<file path="src/rtl/muldiv_unit.sv">
// Iterative radix-2 RV32M multiply/divide unit: one product/quotient bit per cycle.
// Fixed latency: IDLE -> CALC (XLEN cycles) -> FIX (1 cycle) -> DONE pulse. New starts are ignored while busy.
module muldiv_unit #(
  parameter int XLEN       = 32,
  parameter int SELECT_LEN = 5
) (
  input  logic                  clk,
  input  logic                  reset,
  input  logic                  start,
  input  logic [2:0]            funct3,
  input  logic [SELECT_LEN-1:0] rd_in,
  input  logic [XLEN-1:0]       a_in,
  input  logic [XLEN-1:0]       b_in,
  output logic                  ready,
  output logic                  busy,
  output logic                  done,
  output logic [XLEN-1:0]       result,
  output logic [SELECT_LEN-1:0] store_sel
);

  localparam int CW = $clog2(XLEN);

  typedef enum logic [1:0] {IDLE, CALC, FIX, DONE} state_t;

  state_t                state, state_nxt;
  logic                  accept;
  logic [CW-1:0]         count;
  logic [2:0]            op;
  logic [SELECT_LEN-1:0] rd;
  logic [XLEN-1:0]       a_raw;
  logic                  b_zero;
  logic                  neg_q;
  logic                  neg_r;
  logic [XLEN-1:0]       hi;
  logic [XLEN-1:0]       lo;
  logic [XLEN-1:0]       mcand;

  // Operand classification and magnitudes at the accept edge
  logic            a_sgn, b_sgn, a_neg, b_neg;
  logic [XLEN-1:0] a_mag, b_mag;

  assign a_sgn = (funct3 == 3'd1) || (funct3 == 3'd2) || (funct3 == 3'd4) || (funct3 == 3'd6);
  assign b_sgn = (funct3 == 3'd1) || (funct3 == 3'd4) || (funct3 == 3'd6);
  assign a_neg = a_sgn && a_in[XLEN-1];
  assign b_neg = b_sgn && b_in[XLEN-1];
  assign a_mag = a_neg ? -a_in : a_in;
  assign b_mag = b_neg ? -b_in : b_in;

  // Iteration datapaths: hi is the running partial product / partial remainder
  logic [XLEN:0] mul_sum;
  logic [XLEN:0] div_sh;
  logic [XLEN:0] div_diff;

  assign mul_sum  = {1'b0, hi} + (lo[0] ? {1'b0, mcand} : '0);
  assign div_sh   = {hi, lo[XLEN-1]};
  assign div_diff = div_sh - {1'b0, mcand};

  // Sign correction and special cases applied in FIX
  logic [2*XLEN-1:0] prod_s;
  logic [XLEN-1:0]   quo_s, rem_s, fix_val;

  assign prod_s = neg_q ? -{hi, lo} : {hi, lo};
  assign quo_s  = neg_q ? -lo : lo;
  assign rem_s  = neg_r ? -hi : hi;

  always_comb begin
    fix_val = '0;
    if (!op[2]) begin
      fix_val = (op == 3'd0) ? prod_s[XLEN-1:0] : prod_s[2*XLEN-1:XLEN];
    end else if (!op[1]) begin
      fix_val = b_zero ? '1 : quo_s;
    end else begin
      fix_val = b_zero ? a_raw : rem_s;
    end
  end

  always_comb begin
    state_nxt = state;
    ready     = 1'b0;
    busy      = 1'b0;
    done      = 1'b0;
    accept    = 1'b0;
    case (state)
      IDLE: begin
        ready = 1'b1;
        if (start) begin
          accept    = 1'b1;
          state_nxt = CALC;
        end
      end
      CALC: begin
        busy = 1'b1;
        if (count == CW'(XLEN - 1)) state_nxt = FIX;
      end
      FIX: begin
        busy      = 1'b1;
        state_nxt = DONE;
      end
      DONE: begin
        done  = 1'b1;
        ready = 1'b1;
        if (start) begin
          accept    = 1'b1;
          state_nxt = CALC;
        end else begin
          state_nxt = IDLE;
        end
      end
      default: state_nxt = IDLE;
    endcase
  end

  assign store_sel = done ? rd : '0;

  always_ff @(posedge clk) begin
    if (reset) begin
      state  <= IDLE;
      count  <= '0;
      op     <= '0;
      rd     <= '0;
      a_raw  <= '0;
      b_zero <= 1'b0;
      neg_q  <= 1'b0;
      neg_r  <= 1'b0;
      hi     <= '0;
      lo     <= '0;
      mcand  <= '0;
      result <= '0;
    end else begin
      state <= state_nxt;
      if (accept) begin
        count  <= '0;
        op     <= funct3;
        rd     <= rd_in;
        a_raw  <= a_in;
        b_zero <= (b_in == '0);
        neg_q  <= a_neg ^ b_neg;
        neg_r  <= a_neg;
        hi     <= '0;
        // Divide: lo holds the dividend and shifts in quotient bits; multiply: lo holds the multiplier
        lo     <= funct3[2] ? a_mag : b_mag;
        mcand  <= funct3[2] ? b_mag : a_mag;
      end else if (state == CALC) begin
        count <= count + CW'(1);
        if (op[2]) begin
          if (!div_diff[XLEN]) begin
            hi <= div_diff[XLEN-1:0];
            lo <= {lo[XLEN-2:0], 1'b1};
          end else begin
            hi <= div_sh[XLEN-1:0];
            lo <= {lo[XLEN-2:0], 1'b0};
          end
        end else begin
          {hi, lo} <= {mul_sum, lo[XLEN-1:1]};
        end
      end
      if (state == FIX) result <= fix_val;
    end
  end

endmodule

</file>
<file path="config.mk">
export PLATFORM = sky130hd
export DESIGN_NAME = muldiv_unit
export DESIGN_NICKNAME = d
export VERILOG_FILES = /design/src/rtl/muldiv_unit.sv
export SDC_FILE = /design/constraint.sdc
export NUM_CORES = 1
export LEC_CHECK = 0
export BUFFER_PORTS_ARGS = -buffer_cell sky130_fd_sc_hd__buf_2
export CAP_MARGIN = 10
export CORE_MARGIN = 2
export CORE_UTILIZATION = 50
export DETAILED_ROUTE_END_ITERATION = 10
export PLACE_DENSITY = 0.67
export SYNTH_ARGS = -nofsm -noshare
export SYNTH_HDL_FRONTEND = slang
export SYNTH_SLANG_ARGS = --single-unit
export TNS_END_PERCENT = 5
</file>
<file path="constraint.sdc">
create_clock -name clk -period 4 [get_ports clk]
set_input_delay 0 -clock clk [delete_from_list [all_inputs] [get_ports clk]]
set_output_delay 0 -clock clk [all_outputs]
set_load 0.005 [all_outputs]
</file>
==> results of run 1 <==
-- cell usage after synthesis, drive strengths merged, types with 13 or more instances --
master,n,area share
a211oi,41,0.019
a21o,40,0.019
a21oi,228,0.071
a311oi,13,0.0070
a31oi,32,0.012
and2,19,0.0074
and3,15,0.0058
buf,33,0.0091
clkbuf,136,0.032
dfxtp,178,0.22
ha,75,0.058
inv,68,0.016
mux2i,64,0.040
nand2,306,0.071
nand2b,18,0.0070
nand3,38,0.012
nand3b,13,0.0060
nand4,21,0.0081
nor2,205,0.048
nor3,32,0.0099
nor4,30,0.012
o211ai,69,0.032
o21ai,152,0.047
o221ai,13,0.0070
o31ai,38,0.018
o41ai,13,0.0082
or3,24,0.0093
or4,18,0.0093
xnor2,85,0.046
xor2,110,0.060
-- metrics by stage --
| stage | total power, W | util | hold WS, ps |
|---|---|---|---|
| after detailed placement | 0.0123 | 0.542 | 252 |
| after CTS | 0.0142 | 0.576 | 7.87 |
| final | 0.0145 | 0.576 | 15.0 |
| after global routing | 0.0153 | 0.576 | 32.0 |
| after floorplan | 0.00920 | - | 136 |
| after global placement | 0.0122 | 0.542 | 243 |
-- per-layer routing --
metal | vias to the layer above | part of all wire | GRT usage
li1 | 8391 | - | -
met1 | 8469 | 0.42 | 0.506
met2 | 912 | 0.44 | 0.596
met3 | 170 | 0.088 | 0.0687
met4 | 0 | 0.056 | 0.200
met5 | - | 0 | 0
-- sequential cells by signal (all words and copies together) (netlist names) --
name    count
a_raw      32
b_zero      1
count       5
hi         32
lo         32
mcand      32
neg_q       1
neg_r       1
op          3
rd          5
result     32
state       2
-- worst max-delay path by stage --
stage,slack [ps],end,startpoint
final,300,hi[15]$_SDFFE_PP0P_,hi[1]$_SDFFE_PP0P_
after global routing,50,hi[30]$_SDFFE_PP0P_,lo[0]$_SDFFE_PP0P_
after floorplan,390,hi[28]$_SDFFE_PP0P_,lo[31]$_SDFFE_PP0P_
after detailed placement,340,hi[30]$_SDFFE_PP0P_,hi[1]$_SDFFE_PP0P_
after global placement,470,result[31]$_SDFFE_PP0N_,lo[13]$_SDFFE_PP0P_
after CTS,300,hi[30]$_SDFFE_PP0P_,hi[1]$_SDFFE_PP0P_
-- timing repair --
item,in CTS,in global routing
resized for setup,0,3
hold endpoints to repair,53,0
hold buffers,44,0
setup endpoints to repair,0,1
-- power breakdown --
group,total (W),switching (W),internal (W),leakage [nW]
combinational,0.00975,0.00623,0.00353,5.58
sequential,0.00292,0.000642,0.00228,1.46
clock,0.00180,0.000897,0.000903,0.295
total,0.0145,0.00776,0.00670,7.34
-- worst reg2reg max path, delay by kind of cell (launching register included) --
kind                       cells  cell delay [ps]
DFF                            1              540
muxes                          1              340
buffers and inverters          1              200
adders and majority gates      1              330
and+or+nand+nor                4             1000
AOI/OAI and AO/OA              4             1230
-- cells by family after synthesis --
| family | count (synthesis) | share of synthesized area |
|---|---|---|
| and+or+nand+nor | 773 | 0.221 |
| AOI/OAI and AO/OA | 737 | 0.293 |
| buffers and inverters | 243 | 0.0583 |
| xor gates and xnor gates | 195 | 0.106 |
| DFF | 178 | 0.221 |
| adders and majority gates | 77 | 0.0605 |
| muxes | 66 | 0.0410 |
-- cell usage in the layout (no fill, tap or decap), drive strengths merged, types with 15 or more instances in the layout --
master,Yosys,layout
a211oi,41,41
a21o,40,40
a21oi,228,228
a31oi,32,32
and2,19,19
and3,15,15
buf,33,192
clkbuf,136,17
dfxtp,178,178
dlygate4sd3,0,44
ha,75,75
inv,68,74
mux2i,64,64
nand2,306,306
nand2b,18,18
nand3,38,38
nand4,21,21
nor2,205,205
nor3,32,32
nor4,30,30
o211ai,69,69
o21ai,152,152
o31ai,38,38
or3,24,24
or4,18,18
xnor2,85,85
xor2,110,110
-- cell type report --
class                           count  area [µm²]
Fill cell                        3045       13500
Multi-Input combinational cell   1848       11700
Sequential cell                   178        3570
Timing Repair Buffer              236        1610
Tap cell                          402         503
Clock buffer                       17         425
Inverter                           73         278
Clock inverter                     15         193
==> metrics.yaml, run 1 <==
status: "completed"
final.period_utilization: 0.926
hold_viol: 0
place_inst: 2693
postCtsSetupRepairBufs: 0
rr_endpoint: "hi[15]$_SDFFE_PP0P_"
skew_ps: 9.17
crit_buf_inv: 1
syn-cell-area_mm2: 0.0162
hold_depth: 4
arrival_ps: 4100
grt_usage: 0.383
drcViolationCount: 0
numCtsBuffers: 17
ctsRootBufferMaster: "clkbuf_16"
via_count: 17942
cp_slowest_cell: "dfxtp_1"
yosys.cell_types.count: 84
antenna_found_initial: 0
final-setup-viol-count: 0
worstMarginPinSlew_ps: 1100
crit-reg2reg-launch: "hi[1]$_SDFFE_PP0P_"
post_drt_wl_per_cell_um: 23.6
drt-initial-drc-count: 2053
htree_levels: 4
area_growth_pct: 13.0
portBuffers: 114
diodes: 0
tns_ps: 0
coreArea_mm2: 0.0317
die_w_um: 184
critical_path.top_delay_family: "compound AO/OA/AOI/OAI gates"
critPathMaxStageDelay_ps: 540
fin_area_mm2: 0.0183
fin_ws_ps: 298
initial_core_util: 0.510
clock_latency_ps: 460
rsz0062_at_grt: "no"
grt_pass1_wl_um: 98300
postRouteAntennaNets: 0
layout-drive-gt1-share: 0.111
final_cells: 2769
finalMaxSlewViolations: 0
p_leak_nw: 7.34
r2r_cells: 11
path_cells: "ha_1, nor2b_1, o31ai_1, a21oi_1, a211o_1, and2_1, and4b_1, nor3_2, buf_12, mux2_2, a31oi_1"
cts_buffer_depth: 2
avgSynthCellArea_um2: 7.12
path_depth: 11
clk_pin_slew_worst_paths_ps: 80
dieArea_mm2: 0.0338
min_period_ps: 3700
wl_um: 65300
yosysSeqAreaShare: 0.221
grt.overflow.total: 0
dp_slack_ps: 337
power_density_mw_per_mm2: 792
drv_cap: 0
worstSetupEndpointType: "flip-flop"
die_h_um: 184
ir_drop_mv: 0.425
start_kind: "flip-flop"
synthCells: 2269
synthFlopType: "dfxtp_1"
synth_edf_count: 0
clock-sinks: 178
ys_ff_latch: 178
first_pass_iters: 6
grt_max_degree: 89
viasPerCell: 6.48
hp-start: "b_in[9]"
cts_tree: "done"
crit_fanout: 16
min_to: "lo[9]$_SDFFE_PP0P_"
slew_headroom: 0.264
async_flop_share: 0
first_global_vias: 16411
num-nets-final: 2506
yosysWarningCount: 0
place.gp.congestion: 0.986
fmax_mhz: 270
placed_area_mm2: 0.0172
required_ps: 4390
rows: 65
path_class: "flip-flop to flip-flop"
dp_hpwl_um: 50500
synth_nets: 2421
reg2reg_slack_ps: 300
hold_class: "primary input to flip-flop"
io_pins: 115
(Power assumes the default switching activity.)
==> inputs of run 2 (changes only) <==
--- a/config.mk
+++ b/config.mk
@@ -11,6 +11,7 @@
 export CORE_UTILIZATION = 50
 export DETAILED_ROUTE_END_ITERATION = 10
 export PLACE_DENSITY = 0.67
+export RECOVER_POWER = 25
 export SYNTH_ARGS = -nofsm -noshare
 export SYNTH_HDL_FRONTEND = slang
 export SYNTH_SLANG_ARGS = --single-unit
==> run 2 against run 1 <==
Against the previous run:
- the flow now finishes with violations (capacitance limit, slew limit)
- worst hold slack improved by 5.3 ps
- highest routed layer unchanged
- critical endpoint unchanged
- utilization decreased by 0.14 points
- maximum frequency increased by 0.27%
==> metrics.yaml, run 2 (synthesis gave the netlist of run 1 again) <==
status: "finished with violations"
violations: "capacitance limit, slew limit"
min_period_ps: 3690
dieArea_mm2: 0.0338
arrival_ps: 4090
wl_um: 65500
start_kind: "flip-flop"
grt_busiest_layer: "met2"
portBuffers: 114
initial_core_util: 0.510
final_cell_mix: "nand2_1, a21oi_1, nor2_1"
final.period_utilization: 0.923
final_cells: 2769
clk_pin_slew_worst_paths_ps: 80
area_growth_pct: 12.7
grt_pass1_wl_um: 98300
place_inst: 2693
io_pins: 115
htree_levels: 4
clock_latency_ps: 470
met3_usage: 0.0687
required_ps: 4400
clock-sinks: 178
skew_ps: 10.8
diodes: 0
num-nets-final: 2506
layout-drive-gt1-share: 0.0997
post_drt_wl_per_cell_um: 23.7
final-setup-viol-count: 0
die_w_um: 184
dp_hpwl_um: 50500
ir_drop_mv: 0.427
crit_fanout: 16
fmax_mhz: 271
finalMaxSlewViolations: 18
hold_depth: 4
numCtsBuffers: 17
power_density_mw_per_mm2: 794
antenna_found_initial: 0
grt.overflow.total: 0
path_class: "flip-flop to flip-flop"
rsz0062_at_grt: "no"
drcViolationCount: 0
layout_commonest_cell: "nand2_1"
regArea_mm2: 0.00357
timing.hold.ws_ps: 20.3
coreArea_mm2: 0.0317
hold_class: "primary input to flip-flop"
grt_max_degree: 89
postRouteAntennaNets: 0
multiInputGateArea_mm2: 0.0117
worstSetupEndpointType: "flip-flop"
cts_tree: "done"
p_leak_nw: 7.23
first_pass_iters: 6
fillers: 3057
tns_ps: 0
postCtsSetupRepairBufs: 0
first_global_vias: 16411
hold_viol: 0
grtUsageMet1: 0.506
ctsRootBufferMaster: "clkbuf_16"
cts_buffer_depth: 2
die_h_um: 184
fin_area_mm2: 0.0182
via_count: 17999
slew_headroom: -0.0165
use_met2: 0.596
r2r_cells: 11
grt_usage: 0.383
placed_area_mm2: 0.0172
worstMarginPinSlew_ps: 1520
final_util: 0.574
drv_cap: 1
drt-initial-drc-count: 1900
rows: 65
viasPerCell: 6.50
place.gp.congestion: 0.986
## run 2: cell count changes in the layout (fill, tap and decap cells not counted), moves of 2 or more
| cell | change |
|---|---|
| and2_0 | +3 |
| and2_1 | -3 |
| buf_2 | -23 |
| buf_4 | -2 |
| clkbuf_1 | +24 |
## run 2: worst max-delay path, cell delays in order, from the launching register on
cell and delay, ps:
dfxtp_1 540, ha_1 330, nor2b_1 160, o31ai_1 430
a21oi_1 270, a211o_1 380, and2_1 260, and4b_1 320
nor3_2 260, buf_12 200, mux2_2 340, a31oi_1 150
## run 2: per-layer routing
layer  up-vias  wire [µm]
li1       8382          -
met1      8438      27300
met2      1006      28700
met3       173       5860
met4         0       3670
met5         -          0
## run 2: per-stage QoR
| step | total power (W) | worst slack [ps] |
|---|---|---|
| global placement | 0.0122 | 474 |
| floorplan | 0.00920 | 391 |
| finish | 0.0145 | 308 |
| global route | 0.0153 | 51.8 |
| CTS | 0.0142 | 298 |
| detailed placement | 0.0123 | 337 |
## run 2: timing repair
action,CTS,global route
hold buffers,44,0
gates resized for setup,0,3
setup endpoints to repair,0,1
endpoints found under the hold margin,53,0
## run 2: final timing paths
path	start	endpoint	slack [ps]
max	hi[1]$_SDFFE_PP0P_	hi[15]$_SDFFE_PP0P_	310
min	b_in[9]	lo[9]$_SDFFE_PP0P_	20
max reg2reg	hi[1]$_SDFFE_PP0P_	hi[15]$_SDFFE_PP0P_	310
min reg2reg	result[15]$_SDFFE_PP0N_	result[15]$_SDFFE_PP0N_	450
## run 2: power by group
part / switching, W / total [W] / internal, W
logic: 0.00624 / 0.00974 / 0.00350
clock network: 0.000901 / 0.00180 / 0.000903
registers: 0.000643 / 0.00292 / 0.00228
## run 2: area by class of cell
| cell class | instances | share of cell area |
|---|---|---|
| multi-input cells | 1848 | 0.641 |
| flip-flops and latches | 178 | 0.196 |
| repair buffers | 236 | 0.0865 |
| well taps | 402 | 0.0276 |
| clock buffers | 17 | 0.0233 |
| inverters | 73 | 0.0152 |
| clock inverters | 15 | 0.0106 |
